--- src/rtl/dmem_if.sv ---
// Request/response handshake bundle between the core load/store path and dmem_hs.
interface dmem_if #(
  parameter int DATA_W = 32,
  parameter int ADDR_W = 32
);
  logic                  req_valid;
  logic                  req_ready;
  logic                  req_we;
  logic [ADDR_W-1:0]     req_addr;
  logic [DATA_W-1:0]     req_wdata;
  logic [DATA_W/8-1:0]   req_be;
  logic                  rsp_valid;
  logic                  rsp_ready;
  logic [DATA_W-1:0]     rsp_rdata;
  logic                  rsp_err;

  modport master (
    output req_valid, req_we, req_addr, req_wdata, req_be, rsp_ready,
    input  req_ready, rsp_valid, rsp_rdata, rsp_err
  );

  modport slave (
    input  req_valid, req_we, req_addr, req_wdata, req_be, rsp_ready,
    output req_ready, rsp_valid, rsp_rdata, rsp_err
  );
endinterface

--- src/rtl/dmem_hs.sv ---
// Word-addressed data memory with valid/ready handshake, wait states, byte enables,
// misalign/range error reporting and an optional post-reset zero sweep.
module dmem_hs #(
  parameter int DATA_W         = 32,
  parameter int DEPTH          = 64,
  parameter int ADDR_W         = 32,
  parameter int WAIT_CYCLES    = 0,
  parameter int CLEAR_ON_RESET = 1
) (
  input  logic   clk,
  input  logic   rst_n,
  dmem_if.slave  bus,
  output logic   busy
);

  localparam int BYTES = DATA_W / 8;
  localparam int OFF_W = $clog2(BYTES);
  localparam int IDX_W = $clog2(DEPTH);
  localparam logic [3:0] WAIT_LAST = (WAIT_CYCLES > 0) ? 4'(WAIT_CYCLES - 1) : 4'd0;

  typedef enum logic [1:0] {CLEAR, IDLE, WAIT, RESP} state_t;

  function automatic logic addr_err(input logic [ADDR_W-1:0] a);
    logic [ADDR_W-1:0] off_mask;
    off_mask = ADDR_W'(BYTES - 1);
    return (|(a & off_mask)) || ((a >> OFF_W) >= ADDR_W'(DEPTH));
  endfunction

  state_t state, state_nxt;

  logic [DATA_W-1:0] mem [DEPTH];

  logic [IDX_W-1:0]  clr_idx;
  logic [3:0]        wait_cnt;

  logic              we_p0, err_p0;
  logic [IDX_W-1:0]  idx_p0;
  logic [DATA_W-1:0] wdata_p0;
  logic [BYTES-1:0]  be_p0;

  logic [DATA_W-1:0] rdata_p1;
  logic              err_p1;

  logic              cur_we, cur_err;
  logic [IDX_W-1:0]  cur_idx;
  logic [DATA_W-1:0] cur_wdata;
  logic [BYTES-1:0]  cur_be;

  logic              accept, enter_resp, rsp_fire, req_ready, rsp_valid;
  logic              wr_en;
  logic [IDX_W-1:0]  wr_idx;
  logic [DATA_W-1:0] wr_data;
  logic [BYTES-1:0]  wr_be;

  always_ff @(posedge clk or negedge rst_n) begin
    if (!rst_n) begin
      if (CLEAR_ON_RESET != 0) state <= CLEAR;
      else                     state <= IDLE;
    end else begin
      state <= state_nxt;
    end
  end

  always_comb begin
    state_nxt  = state;
    req_ready  = 1'b0;
    rsp_valid  = 1'b0;
    busy       = 1'b0;
    accept     = 1'b0;
    enter_resp = 1'b0;
    rsp_fire   = 1'b0;
    case (state)
      CLEAR: begin
        busy = 1'b1;
        if (clr_idx == IDX_W'(DEPTH - 1)) state_nxt = IDLE;
      end
      IDLE: begin
        // Held low while reset is asserted so nothing is accepted during reset.
        req_ready = rst_n;
        if (bus.req_valid && rst_n) begin
          accept = 1'b1;
          if (WAIT_CYCLES > 0) begin
            state_nxt = WAIT;
          end else begin
            state_nxt  = RESP;
            enter_resp = 1'b1;
          end
        end
      end
      WAIT: begin
        if (wait_cnt == WAIT_LAST) begin
          state_nxt  = RESP;
          enter_resp = 1'b1;
        end
      end
      RESP: begin
        rsp_valid = 1'b1;
        if (bus.rsp_ready) begin
          rsp_fire  = 1'b1;
          state_nxt = IDLE;
        end
      end
      default: state_nxt = IDLE;
    endcase
  end

  // With zero wait states the access happens on the accept edge, so use the live request.
  always_comb begin
    if (state == IDLE) begin
      cur_we    = bus.req_we;
      cur_err   = addr_err(bus.req_addr);
      cur_idx   = bus.req_addr[OFF_W +: IDX_W];
      cur_wdata = bus.req_wdata;
      cur_be    = bus.req_be;
    end else begin
      cur_we    = we_p0;
      cur_err   = err_p0;
      cur_idx   = idx_p0;
      cur_wdata = wdata_p0;
      cur_be    = be_p0;
    end
  end

  always_comb begin
    wr_en   = 1'b0;
    wr_idx  = cur_idx;
    wr_data = cur_wdata;
    wr_be   = cur_be;
    if (state == CLEAR) begin
      wr_en   = 1'b1;
      wr_idx  = clr_idx;
      wr_data = '0;
      wr_be   = '1;
    end else if (enter_resp && cur_we && !cur_err) begin
      wr_en = 1'b1;
    end
  end

  // ---- stage p0: request capture on accept ----
  always_ff @(posedge clk) begin
    if (accept) begin
      we_p0    <= bus.req_we;
      err_p0   <= addr_err(bus.req_addr);
      idx_p0   <= bus.req_addr[OFF_W +: IDX_W];
      wdata_p0 <= bus.req_wdata;
      be_p0    <= bus.req_be;
    end
  end

  always_ff @(posedge clk) begin
    if (wr_en && rst_n) begin
      for (int b = 0; b < BYTES; b++) begin
        if (wr_be[b]) mem[wr_idx][8*b +: 8] <= wr_data[8*b +: 8];
      end
    end
  end

  // ---- stage p1: response registers, loaded on the edge entering RESP ----
  always_ff @(posedge clk or negedge rst_n) begin
    if (!rst_n) begin
      clr_idx  <= '0;
      wait_cnt <= '0;
      rdata_p1 <= '0;
      err_p1   <= 1'b0;
    end else begin
      if (state == CLEAR) clr_idx <= clr_idx + 1'b1;
      if (accept)              wait_cnt <= '0;
      else if (state == WAIT)  wait_cnt <= wait_cnt + 1'b1;
      if (enter_resp) begin
        err_p1   <= cur_err;
        rdata_p1 <= (cur_err || cur_we) ? '0 : mem[cur_idx];
      end else if (rsp_fire) begin
        err_p1   <= 1'b0;
        rdata_p1 <= '0;
      end
    end
  end

  assign bus.req_ready = req_ready;
  assign bus.rsp_valid = rsp_valid;
  assign bus.rsp_rdata = rdata_p1;
  assign bus.rsp_err   = err_p1;

endmodule
--- src/flat_wrapper.sv ---
// flat-port wrapper written by rule: the top's interface ports become plain ports
module dmem_hs_flat 
#(
  parameter int DATA_W         = 32,
  parameter int DEPTH          = 64,
  parameter int ADDR_W         = 32,
  parameter int WAIT_CYCLES    = 0,
  parameter int CLEAR_ON_RESET = 1
)
  (clk, rst_n, busy, bus_req_valid, bus_req_we, bus_req_addr, bus_req_wdata, bus_req_be, bus_rsp_ready, bus_req_ready, bus_rsp_valid, bus_rsp_rdata, bus_rsp_err);
  dmem_if #(.DATA_W(DATA_W), .ADDR_W(ADDR_W)) bus_i ();
  input  logic clk;
  input  logic rst_n;
  output logic busy;
  input wire logic [$bits(bus_i.req_valid)-1:0] bus_req_valid;
  input wire logic [$bits(bus_i.req_we)-1:0] bus_req_we;
  input wire logic [$bits(bus_i.req_addr)-1:0] bus_req_addr;
  input wire logic [$bits(bus_i.req_wdata)-1:0] bus_req_wdata;
  input wire logic [$bits(bus_i.req_be)-1:0] bus_req_be;
  input wire logic [$bits(bus_i.rsp_ready)-1:0] bus_rsp_ready;
  output wire logic [$bits(bus_i.req_ready)-1:0] bus_req_ready;
  output wire logic [$bits(bus_i.rsp_valid)-1:0] bus_rsp_valid;
  output wire logic [$bits(bus_i.rsp_rdata)-1:0] bus_rsp_rdata;
  output wire logic [$bits(bus_i.rsp_err)-1:0] bus_rsp_err;
  assign bus_i.req_valid = bus_req_valid;
  assign bus_i.req_we = bus_req_we;
  assign bus_i.req_addr = bus_req_addr;
  assign bus_i.req_wdata = bus_req_wdata;
  assign bus_i.req_be = bus_req_be;
  assign bus_i.rsp_ready = bus_rsp_ready;
  assign bus_req_ready = bus_i.req_ready;
  assign bus_rsp_valid = bus_i.rsp_valid;
  assign bus_rsp_rdata = bus_i.rsp_rdata;
  assign bus_rsp_err = bus_i.rsp_err;
  dmem_hs #(.DATA_W(DATA_W), .DEPTH(DEPTH), .ADDR_W(ADDR_W), .WAIT_CYCLES(WAIT_CYCLES), .CLEAR_ON_RESET(CLEAR_ON_RESET)) u_core (.clk(clk), .rst_n(rst_n), .bus(bus_i), .busy(busy));
endmodule
--- config.mk ---
export PLATFORM = sky130hd
export DESIGN_NAME = dmem_hs_flat
export DESIGN_NICKNAME = d
export VERILOG_FILES = /design/src/rtl/dmem_if.sv /design/src/rtl/dmem_hs.sv /design/src/flat_wrapper.sv
export SDC_FILE = /design/constraint.sdc
export NUM_CORES = 2
export LEC_CHECK = 0
export ABC_AREA = 0
export CORE_UTILIZATION = 60
export CTS_BUF_LIST = sky130_fd_sc_hd__clkbuf_8
export DETAILED_ROUTE_END_ITERATION = 7
export MAX_ROUTING_LAYER = met4
export PLACE_DENSITY = 0.77
export SLEW_MARGIN = 20
export SYNTH_ARGS = -nofsm -noshare
export SYNTH_HDL_FRONTEND = slang
export SYNTH_SLANG_ARGS = --single-unit
export TNS_END_PERCENT = 30
--- constraint.sdc ---
create_clock -name clk -period 6.3 [get_ports clk]
set_clock_uncertainty 0.05 [all_clocks]
set_input_delay 0.945 -clock clk [delete_from_list [all_inputs] [get_ports clk]]
set_output_delay 0.945 -clock clk [all_outputs]
set_load 0.02 [all_outputs]
==> impl_metrics.toml <==
[setup_path]
rrSetupSlack_ns = 1.35
critical_path_class = "reg2reg"
worstPathCellList = "inv_1 -> ha_4 -> inv_2 -> o31a_1 -> nor3_1 -> o21a_1 -> o21ai_4 -> buf_4 -> nor3_1"
worst-path-max-fanout = 37
critPathMostFrequentCell = "nor3_1"
timing.critical_path.slowest_cell_delay_ns = 0.94
cp_slowest_cell = "nor3_1"
critical_path.startpoint_type = "register"
worstPathArrival_ns = 5.49
critical_path_required_time_ns = 6.84
critical_path.endpoint_type = "register"

[synth]
ys_top_cells_by_area = "edfxtp_1 (73%), mux2i_1 (4.9%), nand2_1 (4.4%), mux4_2 (2.8%), nand3_1 (2.5%)"
synth-compound-area-share_pct = 5.306
yosys.area.top_type_share_pct = 73.08
synth_xor_xnor_area_share_pct = 0.08152
synth_edf_count = 2092
syn_avg_cell_area_um2 = 15.38
yosys.area_share.simple_pct = 9.585
ys_seq_elements = 2137
post_synth_inst_count = 5589
synth.area.mux_share_pct = 7.908
synth_top_cell_by_area = "edfxtp_1"
post_synth_fa_ha_maj_area_fraction_pct = 0.1019
synth.cell_area_mm2 = 0.08596
syn-num-nets = 5669
ys_dominant_reg_cell = "edfxtp_1"
yosysUniqueCellTypes = 67
synth_warn = 0
synth_top_family_by_area = "simple AND/OR/NAND/NOR gates"
share_of_the_yosys_chip_area_belonging_to_registers_pct = 74.39
synth_async_sr_flop_share_pct = 2.106

[finish]
num-fill-cells = 9065
flow.area_growth_from_synthesis_pct = 11.94
layout_common_cells = "edfxtp_1 (2092), nand2_1 (991), nand3_1 (435)"
drive_gt1_share_pct = 14.90
final_net_count = 5984
post-route-util_pct = 67.88
final-seq-area_mm2 = 0.06395
mostFrequentLayoutCell = "edfxtp_1"
multiInputGateArea_mm2 = 0.02050

[timing]
max_slew.worst_pin.slew_ns = 1.187
max_freq_mhz = 202.0
timing.final.crit_share_pct = 78.57
setup-tns-final_ns = 0
final_critical_path_time_including_i_o_delays_and_setup_ns = 4.950
final_layout_worst_hold_slack_ns = 0.1928
grt_setup_unrepaired = "no"
relSlewSlack_pct = 20.65
slew_viol_final = 0
hold_violations = 0
report.final.setup_viol = 0

[clock_network]
cts-resized-gates = 0
post_cts_hold_buffer_count = 0
cts_inserted_buffers = 334
clk-insertion-delay-late_ns = 1.02
clock_sink_count = 2137
clk_root_buf = "clkbuf_8"
cts-root-to-sink-buffers = 4
post-cts-setup-buffer-count = 0
tritoncts = "built"
cts.reportedPaths.clkPinSlew_ns = 0.07
htreeDepth = 5

[grt]
grt_max_degree = 174
grtUsageTotal_pct = 33.47
grt_antenna_before_repair = 4
grt_pass1_vias = 52001
grt_first_pass_wirelength_mm = 345.0
remaining_global_route_overflow = 0

[drt]
drt-pass1-iter-count = 7
route.vias.total = 54100
count_of_unresolved_drc_violations_after_routing = 0
total_wire_length_mm = 237.0
initialDrtViolationCount = 8879
post_detailed_route_wirelength_per_cell_um = 29.46
postRouteAntennaNets = 0
via_per_inst = 6.726

[floorplanning]
die-area_mm2 = 0.1448
io_pins = 109
fp.dieW_um = 380.5
start_util_pct = 60.64
die_span_in_y_um = 380.5
core_mm2 = 0.1418
placement_rows = 138

[outcome]
run_status = "finished, final reports clean"

[min_path]
holdCritPathClass = "in2async"

[placement]
detailed_place_hpwl_mm = 137.5
port_buffers = 108
gp_congestion = 0.9109

[job]
drv.max_cap_violation_count = 0

[pwr]
power.ir.vdd_worst_v = 0.0004655
total_leakage_power_uw = 0.03254
pwr_density_cell_mw_per_mm2 = 391.3
p_total_uw = 37650
metal layers:
layer  vias to the layer above  global-route usage [%]  share of wire, %
met2                      4415                   47.97                45
met1                     26495                   45.21                36
met3                       704                   9.073                14
li1                      22486                       -                 -
met5                         -                       -                 0
met4                         0                   14.84               4.6
final cells by class:
type	count	area share (%)
clock inverters	225	1.073
well taps	1890	2.458
clock buffers	353	5.049
multi-input cells	3030	21.31
diodes	7	0.01820
repair buffers	390	3.597
flip-flops and latches	2137	66.46
inverters	11	0.04291
synthesized netlist by cell type, drive strengths merged, types with 4 or more instances:
master   instances
a2111oi          4
a21oi           81
a221oi         109
a22oi            4
a2bb2oi          9
a311oi          18
a31oi           86
a32o            44
a32oi           65
and3            33
buf            253
clkbuf         158
dfrtp           45
edfxtp        2092
ha               7
inv             11
mux2            12
mux2i          421
mux4           108
nand2         1000
nand3          435
nand4           53
nor2            76
nor3           270
nor4             9
o2111ai         36
o211ai          20
o21ai           23
o221ai          26
o22ai            7
o311a            4
o311ai          10
o31ai           17
o32ai            7
or3              5
xnor2            4
xor2             4
logic make-up (layout without fill, tap and decap cells):
family,Yosys count,after routing
DFF,2137,2137
adders and majority gates,7,7
xor gates and xnor gates,8,8
muxes,541,541
buffers and inverters,422,979
and+or+nand+nor,1888,1888
other,0,7
AOI/OAI and AO/OA,586,586
sequential cells by signal (all words and copies together) (netlist names):
signal	cells
u_core.mem	2048
u_core.bus.rsp_rdata	32
u_core.wdata_p0	32
u_core.clr_idx	6
u_core.idx_p0	6
u_core.be_p0	4
u_core.wait_cnt	4
u_core.state	2
u_core.bus.rsp_err	1
u_core.err_p0	1
u_core.we_p0	1
power by group:
group / internal (uW) / switching, uW
Combinational: 2690 / 7440
Clock: 5350 / 5230
Sequential: 16900 / 46.0
critical path: cells and delay by family (launching register included):
family	cells	cell delay (ns)
compound gates	3	1.56
simple gates	2	1.13
buf+inv	3	0.90
fa+ha+maj	1	0.44
flops	1	0.41
per-stage QoR:
stage / area (um2) / cells / setup slack (ns)
finish: 96220 / 8043 / 1.350
global route: 96220 / 8043 / 1.183
CTS: 95910 / 8035 / 1.505
detailed placement: 90020 / 7457 / 1.027
global placement: 89990 / 7456 / 1.130
floorplan: 85960 / 5589 / 1.663
final timing paths:
| kind | startpoint | end | cells past startpoint |
|---|---|---|---|
| worst max-delay path | u_core.state[1]$_DFFE_PN0P_ | u_core.mem[12][27]$_DFFE_PP_ | 9 |
| worst min-delay path | rst_n | u_core.bus.rsp_rdata[20]$_DFFE_PN0P_ | 2 |
| worst max register to register | u_core.state[1]$_DFFE_PN0P_ | u_core.mem[12][27]$_DFFE_PP_ | 9 |
| worst min register to register | u_core.bus.rsp_rdata[12]$_DFFE_PN0P_ | u_core.bus.rsp_rdata[12]$_DFFE_PN0P_ | 2 |
| max in group asynchronous | rst_n | u_core.bus.rsp_rdata[9]$_DFFE_PN0P_ | 2 |
| min in group clk | bus_req_wdata[8] | u_core.wdata_p0[8]$_DFFE_PP_ | 1 |
Power figures use the tool's default switching activity.
